## config.mk

```make
export PLATFORM = sky130hd
export DESIGN_NAME = freq_reduce_mc_flat
export DESIGN_NICKNAME = d
export VERILOG_FILES = /design/src/rtl/freq_reduce_mc_if.sv /design/src/rtl/freq_reduce_mc.sv /design/src/flat_wrapper.sv
export SDC_FILE = /design/constraint.sdc
export NUM_CORES = 1
export LEC_CHECK = 0
export CAP_MARGIN = 20
export CORE_ASPECT_RATIO = 0.7
export CORE_UTILIZATION = 35
export CTS_BUF_LIST = sky130_fd_sc_hd__clkbuf_2
export DETAILED_ROUTE_END_ITERATION = 12
export PLACE_DENSITY = 0.65
export SLEW_MARGIN = 25
export SYNTH_ARGS = -nofsm -noshare
export SYNTH_HDL_FRONTEND = slang
export SYNTH_SLANG_ARGS = --single-unit
```

## constraint.sdc

```tcl
create_clock -name sys_clk -period 2.55 [get_ports sys_clk]
set_input_delay 0.51 -clock sys_clk [delete_from_list [all_inputs] [get_ports sys_clk]]
set_output_delay 0.51 -clock sys_clk [all_outputs]
set_load 0.005 [all_outputs]
```

## src/rtl/freq_reduce_mc_if.sv

```systemverilog
// Signal bundle between the VCO front end / control registers and freq_reduce_mc.
// Build macro FREQ_REDUCE_RATE_CNT_EN adds the o_rate_cnt spike counters.
interface freq_reduce_mc_if #(
  parameter int NUM_CH = 4,
  parameter int DIV_W  = 16,
  parameter int LEN_W  = 8
);
  // No valid/ready pairs: every input is level-sampled on each sys_clk edge,
  // i_clr_status is a one-cycle strobe, and outputs are registered levels.
  logic [NUM_CH-1:0]       i_vco;
  logic                    i_en;
  logic [DIV_W-1:0]        i_div;
  logic [LEN_W-1:0]        i_spike_len;
  logic                    i_clr_status;
  logic [NUM_CH-1:0]       o_spike;
  logic [NUM_CH-1:0]       o_miss;
  logic [NUM_CH*DIV_W-1:0] o_edge_cnt;
`ifdef FREQ_REDUCE_RATE_CNT_EN
  logic [NUM_CH*32-1:0]    o_rate_cnt;
`endif

  modport master (
    output i_vco, i_en, i_div, i_spike_len, i_clr_status,
`ifdef FREQ_REDUCE_RATE_CNT_EN
    input  o_rate_cnt,
`endif
    input  o_spike, o_miss, o_edge_cnt
  );

  modport slave (
    input  i_vco, i_en, i_div, i_spike_len, i_clr_status,
`ifdef FREQ_REDUCE_RATE_CNT_EN
    output o_rate_cnt,
`endif
    output o_spike, o_miss, o_edge_cnt
  );
endinterface

```

## src/rtl/freq_reduce_mc.sv

```systemverilog
// Multi-channel VCO frequency reducer: every i_div-th VCO rising edge emits an i_spike_len-cycle spike.
// Build macro FREQ_REDUCE_RATE_CNT_EN adds per-channel saturating spike counters on o_rate_cnt.
module freq_reduce_mc #(
  parameter int NUM_CH      = 4,
  parameter int DIV_W       = 16,
  parameter int LEN_W       = 8,
  parameter int SYNC_STAGES = 2
) (
  input  logic            sys_clk,
  input  logic            sys_rst_n,
  freq_reduce_mc_if.slave bus
);
  typedef enum logic {S_IDLE = 1'b0, S_HIGH = 1'b1} spk_state_e;

  logic                    div_nz;
  logic                    len_nz;
  logic [DIV_W:0]          div_m1;
  logic [LEN_W-1:0]        len_m1;
  logic [NUM_CH-1:0]       spike_v;
  logic [NUM_CH-1:0]       miss_v;
  logic [NUM_CH*DIV_W-1:0] cnt_v;
`ifdef FREQ_REDUCE_RATE_CNT_EN
  logic [NUM_CH*32-1:0]    rate_v;
`endif

  assign div_nz = |bus.i_div;
  assign len_nz = |bus.i_spike_len;
  // One extra bit so i_div = 0 gives all-ones rather than wrapping into range.
  assign div_m1 = {1'b0, bus.i_div} - {{DIV_W{1'b0}}, 1'b1};
  assign len_m1 = bus.i_spike_len - LEN_W'(1);

  for (genvar c = 0; c < NUM_CH; c++) begin : g_ch
    logic [SYNC_STAGES-1:0] sync_q;
    logic                   hist_q;
    logic                   edge_q;
    logic [DIV_W-1:0]       cnt_q;
    logic [DIV_W-1:0]       cnt_d;
    logic [LEN_W-1:0]       len_q;
    spk_state_e             state_q;
    logic                   miss_q;
    logic                   fire;
    logic                   retrig;

    // Synchronisers run regardless of i_en so enabling mid-high sees no edge.
    always_ff @(posedge sys_clk or negedge sys_rst_n) begin
      if (!sys_rst_n) begin
        sync_q <= '0;
        hist_q <= 1'b0;
        edge_q <= 1'b0;
      end else begin
        sync_q <= {sync_q[SYNC_STAGES-2:0], bus.i_vco[c]};
        hist_q <= sync_q[SYNC_STAGES-1];
        edge_q <= sync_q[SYNC_STAGES-1] & ~hist_q;
      end
    end

    assign fire   = edge_q & bus.i_en & div_nz & ({1'b0, cnt_q} >= div_m1);
    assign retrig = fire & len_nz & (state_q == S_HIGH);

    always_comb begin
      cnt_d = cnt_q;
      if (!bus.i_en || !div_nz) cnt_d = '0;
      else if (fire)            cnt_d = '0;
      else if (edge_q)          cnt_d = cnt_q + DIV_W'(1);
    end

    always_ff @(posedge sys_clk or negedge sys_rst_n) begin
      if (!sys_rst_n) begin
        cnt_q   <= '0;
        len_q   <= '0;
        state_q <= S_IDLE;
        miss_q  <= 1'b0;
      end else begin
        cnt_q  <= cnt_d;
        miss_q <= (miss_q & ~bus.i_clr_status) | retrig;
        if (!bus.i_en) begin
          state_q <= S_IDLE;
          len_q   <= '0;
        end else begin
          case (state_q)
            S_IDLE: begin
              if (fire && len_nz) begin
                state_q <= S_HIGH;
                len_q   <= len_m1;
              end
            end
            S_HIGH: begin
              if (fire && len_nz)  len_q   <= len_m1;
              else if (len_q == '0) state_q <= S_IDLE;
              else                  len_q   <= len_q - LEN_W'(1);
            end
            default: state_q <= S_IDLE;
          endcase
        end
      end
    end

    assign spike_v[c]                = (state_q == S_HIGH);
    assign miss_v[c]                 = miss_q;
    assign cnt_v[c*DIV_W +: DIV_W]   = cnt_q;

`ifdef FREQ_REDUCE_RATE_CNT_EN
    logic [31:0] rate_q;
    logic        start;

    // Only IDLE->HIGH transitions count; retriggers stretch an existing spike.
    assign start = fire & len_nz & (state_q == S_IDLE);

    always_ff @(posedge sys_clk or negedge sys_rst_n) begin
      if (!sys_rst_n)                 rate_q <= '0;
      else if (bus.i_clr_status)      rate_q <= {31'b0, start};
      else if (start && rate_q != '1) rate_q <= rate_q + 32'd1;
    end

    assign rate_v[c*32 +: 32] = rate_q;
`endif
  end

  assign bus.o_spike    = spike_v;
  assign bus.o_miss     = miss_v;
  assign bus.o_edge_cnt = cnt_v;
`ifdef FREQ_REDUCE_RATE_CNT_EN
  assign bus.o_rate_cnt = rate_v;
`endif
endmodule

```

## src/flat_wrapper.sv

```systemverilog
// flat-port wrapper written by rule: the top's interface ports become plain ports
module freq_reduce_mc_flat 
#(
  parameter int NUM_CH      = 4,
  parameter int DIV_W       = 16,
  parameter int LEN_W       = 8,
  parameter int SYNC_STAGES = 2
)
  (sys_clk, sys_rst_n, bus_i_vco, bus_i_en, bus_i_div, bus_i_spike_len, bus_i_clr_status, bus_o_spike, bus_o_miss, bus_o_edge_cnt);
  freq_reduce_mc_if #(.NUM_CH(NUM_CH), .DIV_W(DIV_W), .LEN_W(LEN_W)) bus_i ();
  input  logic sys_clk;
  input  logic sys_rst_n;
  input wire logic [$bits(bus_i.i_vco)-1:0] bus_i_vco;
  input wire logic [$bits(bus_i.i_en)-1:0] bus_i_en;
  input wire logic [$bits(bus_i.i_div)-1:0] bus_i_div;
  input wire logic [$bits(bus_i.i_spike_len)-1:0] bus_i_spike_len;
  input wire logic [$bits(bus_i.i_clr_status)-1:0] bus_i_clr_status;
  output wire logic [$bits(bus_i.o_spike)-1:0] bus_o_spike;
  output wire logic [$bits(bus_i.o_miss)-1:0] bus_o_miss;
  output wire logic [$bits(bus_i.o_edge_cnt)-1:0] bus_o_edge_cnt;
  assign bus_i.i_vco = bus_i_vco;
  assign bus_i.i_en = bus_i_en;
  assign bus_i.i_div = bus_i_div;
  assign bus_i.i_spike_len = bus_i_spike_len;
  assign bus_i.i_clr_status = bus_i_clr_status;
  assign bus_o_spike = bus_i.o_spike;
  assign bus_o_miss = bus_i.o_miss;
  assign bus_o_edge_cnt = bus_i.o_edge_cnt;
  freq_reduce_mc #(.NUM_CH(NUM_CH), .DIV_W(DIV_W), .LEN_W(LEN_W), .SYNC_STAGES(SYNC_STAGES)) u_core (.sys_clk(sys_clk), .sys_rst_n(sys_rst_n), .bus(bus_i));
endmodule
```

==> results.json <==
{
  "worst_slack_ns": -0.595,
  "violations": "setup timing",
  "grt_pass1_vias": 8512,
  "cts_num_sinks": 120,
  "maxCapViolations": 0,
  "final_net_count": 1361,
  "path_cells": "buf_6 > or4_4 > or3_4 > nor2_4 > xnor2_4 > buf_4 > ha_4 > and3_4 > o21a_1 > a41oi_2 > o21a_1 > o31a_1 > or4_4 > buf_6 > mux2i_1",
  "total_power_uw": 4290,
  "postSynthAreaPerCell_um2": 8.68,
  "fmax_mhz": 318,
  "h-tree-depth": 4,
  "p_leak_uw": 0.00555,
  "slew_headroom_pct": 45.7,
  "ctsRootBufferMaster": "clkbuf_2",
  "critPathRequiredTime_ns": 3.16,
  "drt_wl_total_mm": 29.7,
  "grt_remaining_overflow": 0,
  "cp-start-kind": "input port",
  "cts_tree": "built",
  "arrival_ns": 3.76,
  "async_flop_share_pct": 100,
  "whs_ns": 0.189,
  "crit_type": "input port to register",
  "ant_nets": 0,
  "yosysTopAreaCellShare_pct": 35.3,
  "irDropWorstVdd_v": 0.000325,
  "hold_violations": 0,
  "syn_nets": 1081,
  "synthTopCellsByCount": "156 x nand2_1, 120 x dfrtp_1, 68 x ha_1",
  "fin_setup_tns_ns": -42.02,
  "area.growth.synth_to_final_pct": 51.8,
  "max_stage_delay_ns": 0.57,
  "clock_latency_ns": 0.76,
  "hold_class": "input port to register",
  "post-route-period-util_pct": 123,
  "wire_per_inst_um": 18.6,
  "worst_pin_slew_ns": 0.812,
  "crit_path_top_delay_cell": "or4_4",
  "dr.first_iter.drc_count": 764,
  "drive_above_1_share_pct": 30.7,
  "synth_area_leaders": "dfrtp_1 35%, ha_1 10%, nand2_1 6.9%",
  "die_area_um2": 25000,
  "power_density_nw_per_um2": 332,
  "num-fill-cells": 2050,
  "fin_crit_ns": 3.15,
  "setup_viol": 104,
  "track_usage_pct": 23.2,
  "ys_warn_count": 0,
  "core_area_um2": 23800,
  "path_max_fanout": 5,
  "portBuffers": 103,
  "initial_core_util_pct": 35.8,
  "dominantRegCellSynth": "dfrtp_1",
  "finClkSkew_ns": 0.0592,
  "outcome": "complete, but fails checks",
  "final_max_slew_viol_count": 0,
  "rows": 47,
  "first_pass_iters": 5,
  "grt_pass1_wl_mm": 45.6,
  "dieWidth_um": 188,
  "clkTransAtPathRegs_ns": 0.20,
  "synth_edf_count": 0,
  "ys_seq_elements": 120,
  "cts_buffers": 17,
  "synth_cell_types": 68,
  "syn_area_um2": 8520,
  "gp_congestion": 0.894,
  "num_io_pins": 104,
  "grt_setup_unrepaired": "true",
  "drcViolationCount": 0,
  "dp_hpwl_mm": 19.9,
  "syn_inst": 981,
  "synth_top_cell_by_area": "dfrtp_1",
  "via_count": 9021,
  "synth_most_common_cell": "nand2_1",
  "die-height_um": 133,
  "grt_max_degree": 47,
  "avgViaCountPerCell": 5.66,
  "clockBufferDepth": 2,
  "crit_path_end_kind": "register",
  "seq_area_frac_synth_pct": 35.3,
  "grt_antenna_before_repair": 1
}
## layer usage
metal  GRT usage (%)  up-vias  part of all wire (%)
met5               0        -                     0
met4            5.78        0                   2.3
met3            5.97       62                   7.4
met2            34.0      340                    43
met1            33.7     4417                    48
li1                -     4202                     -
## power breakdown
| group | total [uW] | internal [uW] | switching, uW |
|---|---|---|---|
| Combinational | 745 | 353 | 392 |
| Sequential | 1970 | 1940 | 38.5 |
| Clock | 1570 | 747 | 827 |
## logic make-up (layout without fill, tap and decap cells)
kind of cell / after synthesis / in the layout / share of synthesized area [%]
simple gates: 426 / 428 / 25.4
compound gates: 210 / 211 / 17.5
fa+ha+maj: 68 / 68 / 9.99
buf+inv: 92 / 382 / 4.60
xor+xnor: 30 / 30 / 3.09
flops: 120 / 120 / 35.3
other cells: 0 / 1 / 0
mux: 35 / 35 / 4.16
## state kept, by name, indices dropped and copies added, names as in the netlist
| name | cells |
|---|---|
| u_core.g_ch.edge_q | 4 |
| u_core.g_ch.hist_q | 4 |
| u_core.g_ch.cnt_q | 64 |
| u_core.g_ch.sync_q | 8 |
| u_core.g_ch.miss_q | 4 |
| u_core.g_ch.state_q | 4 |
| u_core.g_ch.len_q | 32 |
## timing repair
| action | 4_1_cts | 5_1_grt |
|---|---|---|
| setup buffers | 32 | 7 |
| endpoints found under the setup margin | 104 | 105 |
| pin swaps | 75 | 30 |
| gates cloned | 11 | 1 |
| hold endpoints to repair | 42 | 0 |
| hold buffers | 1 | 0 |
| gates resized for setup | 168 | 57 |
## path summary, 6_finish.rpt
kind	start	end	slack (ns)	depth (start not counted)
max in group asynchronous	sys_rst_n	u_core.g_ch[3].cnt_q[15]	1.51	3
worst min register to register	u_core.g_ch[1].sync_q[0]	u_core.g_ch[1].sync_q[1]	0.35	0
min in group asynchronous	sys_rst_n	u_core.g_ch[1].len_q[1]	0.29	2
worst min-delay path	bus_i_vco[0]	u_core.g_ch[0].sync_q[0]	0.19	1
worst max register to register	u_core.g_ch[3].cnt_q[0]	u_core.g_ch[3].cnt_q[2]	-0.23	10
worst max-delay path	bus_i_div[6]	u_core.g_ch[1].len_q[4]	-0.60	15
## through the flow
stage | utilization (%) | instances | worst slack, ns | cell area [um2]
global placement | 47.0 | 1514 | -1.60 | 11200
detailed placement | 47.0 | 1514 | -1.79 | 11200
floorplan | - | 981 | -1.15 | 8770
CTS | 53.0 | 1588 | -0.465 | 12600
global route | 54.4 | 1593 | -0.562 | 12900
finish | 54.4 | 1593 | -0.595 | 12900
## cells in the final DEF (no fill, tap or decap), types with 10 or more instances in the layout
master           count
a211oi_2            10
a21o_1              15
a21oi_1             13
and2_1              25
buf_4              159
buf_6               27
clkbuf_2            18
clkdlybuf4s50_1     90
dfrtp_1            119
ha_1                58
ha_4                10
inv_1               46
mux2i_1             32
nand2_1            156
nand3_1             31
nand4_1             34
nor2_1              45
nor2b_1             11
nor3_1              21
nor4_1              12
o211ai_1            18
o21ai_0             23
o21ai_2             13
o311ai_2            19
or2_2               11
or3_1               13
xnor2_1             10
xor2_1              10
## cell type report
| class | count | area (um2) | area share [%] |
|---|---|---|---|
| antenna | 1 | 2.50 | 0.0194 |
| clock buffer | 17 | 85.1 | 0.658 |
| clock inverter | 15 | 225 | 1.74 |
| inverter | 48 | 186 | 1.44 |
| multi-input combinational | 772 | 6210 | 48.0 |
| sequential | 120 | 3000 | 23.2 |
| tap | 318 | 398 | 3.08 |
| timing repair buffer | 302 | 2820 | 21.8 |
## worst max-delay path: cells and delay by family
family                     cells  cell delay, ns
AOI/OAI and AO/OA              4            0.50
xor gates and xnor gates       1            0.10
adders and majority gates      1            0.25
buffers and inverters          3            0.42
muxes                          1            0.12
and+or+nand+nor                5            1.84
Power figures use the tool's default switching activity.
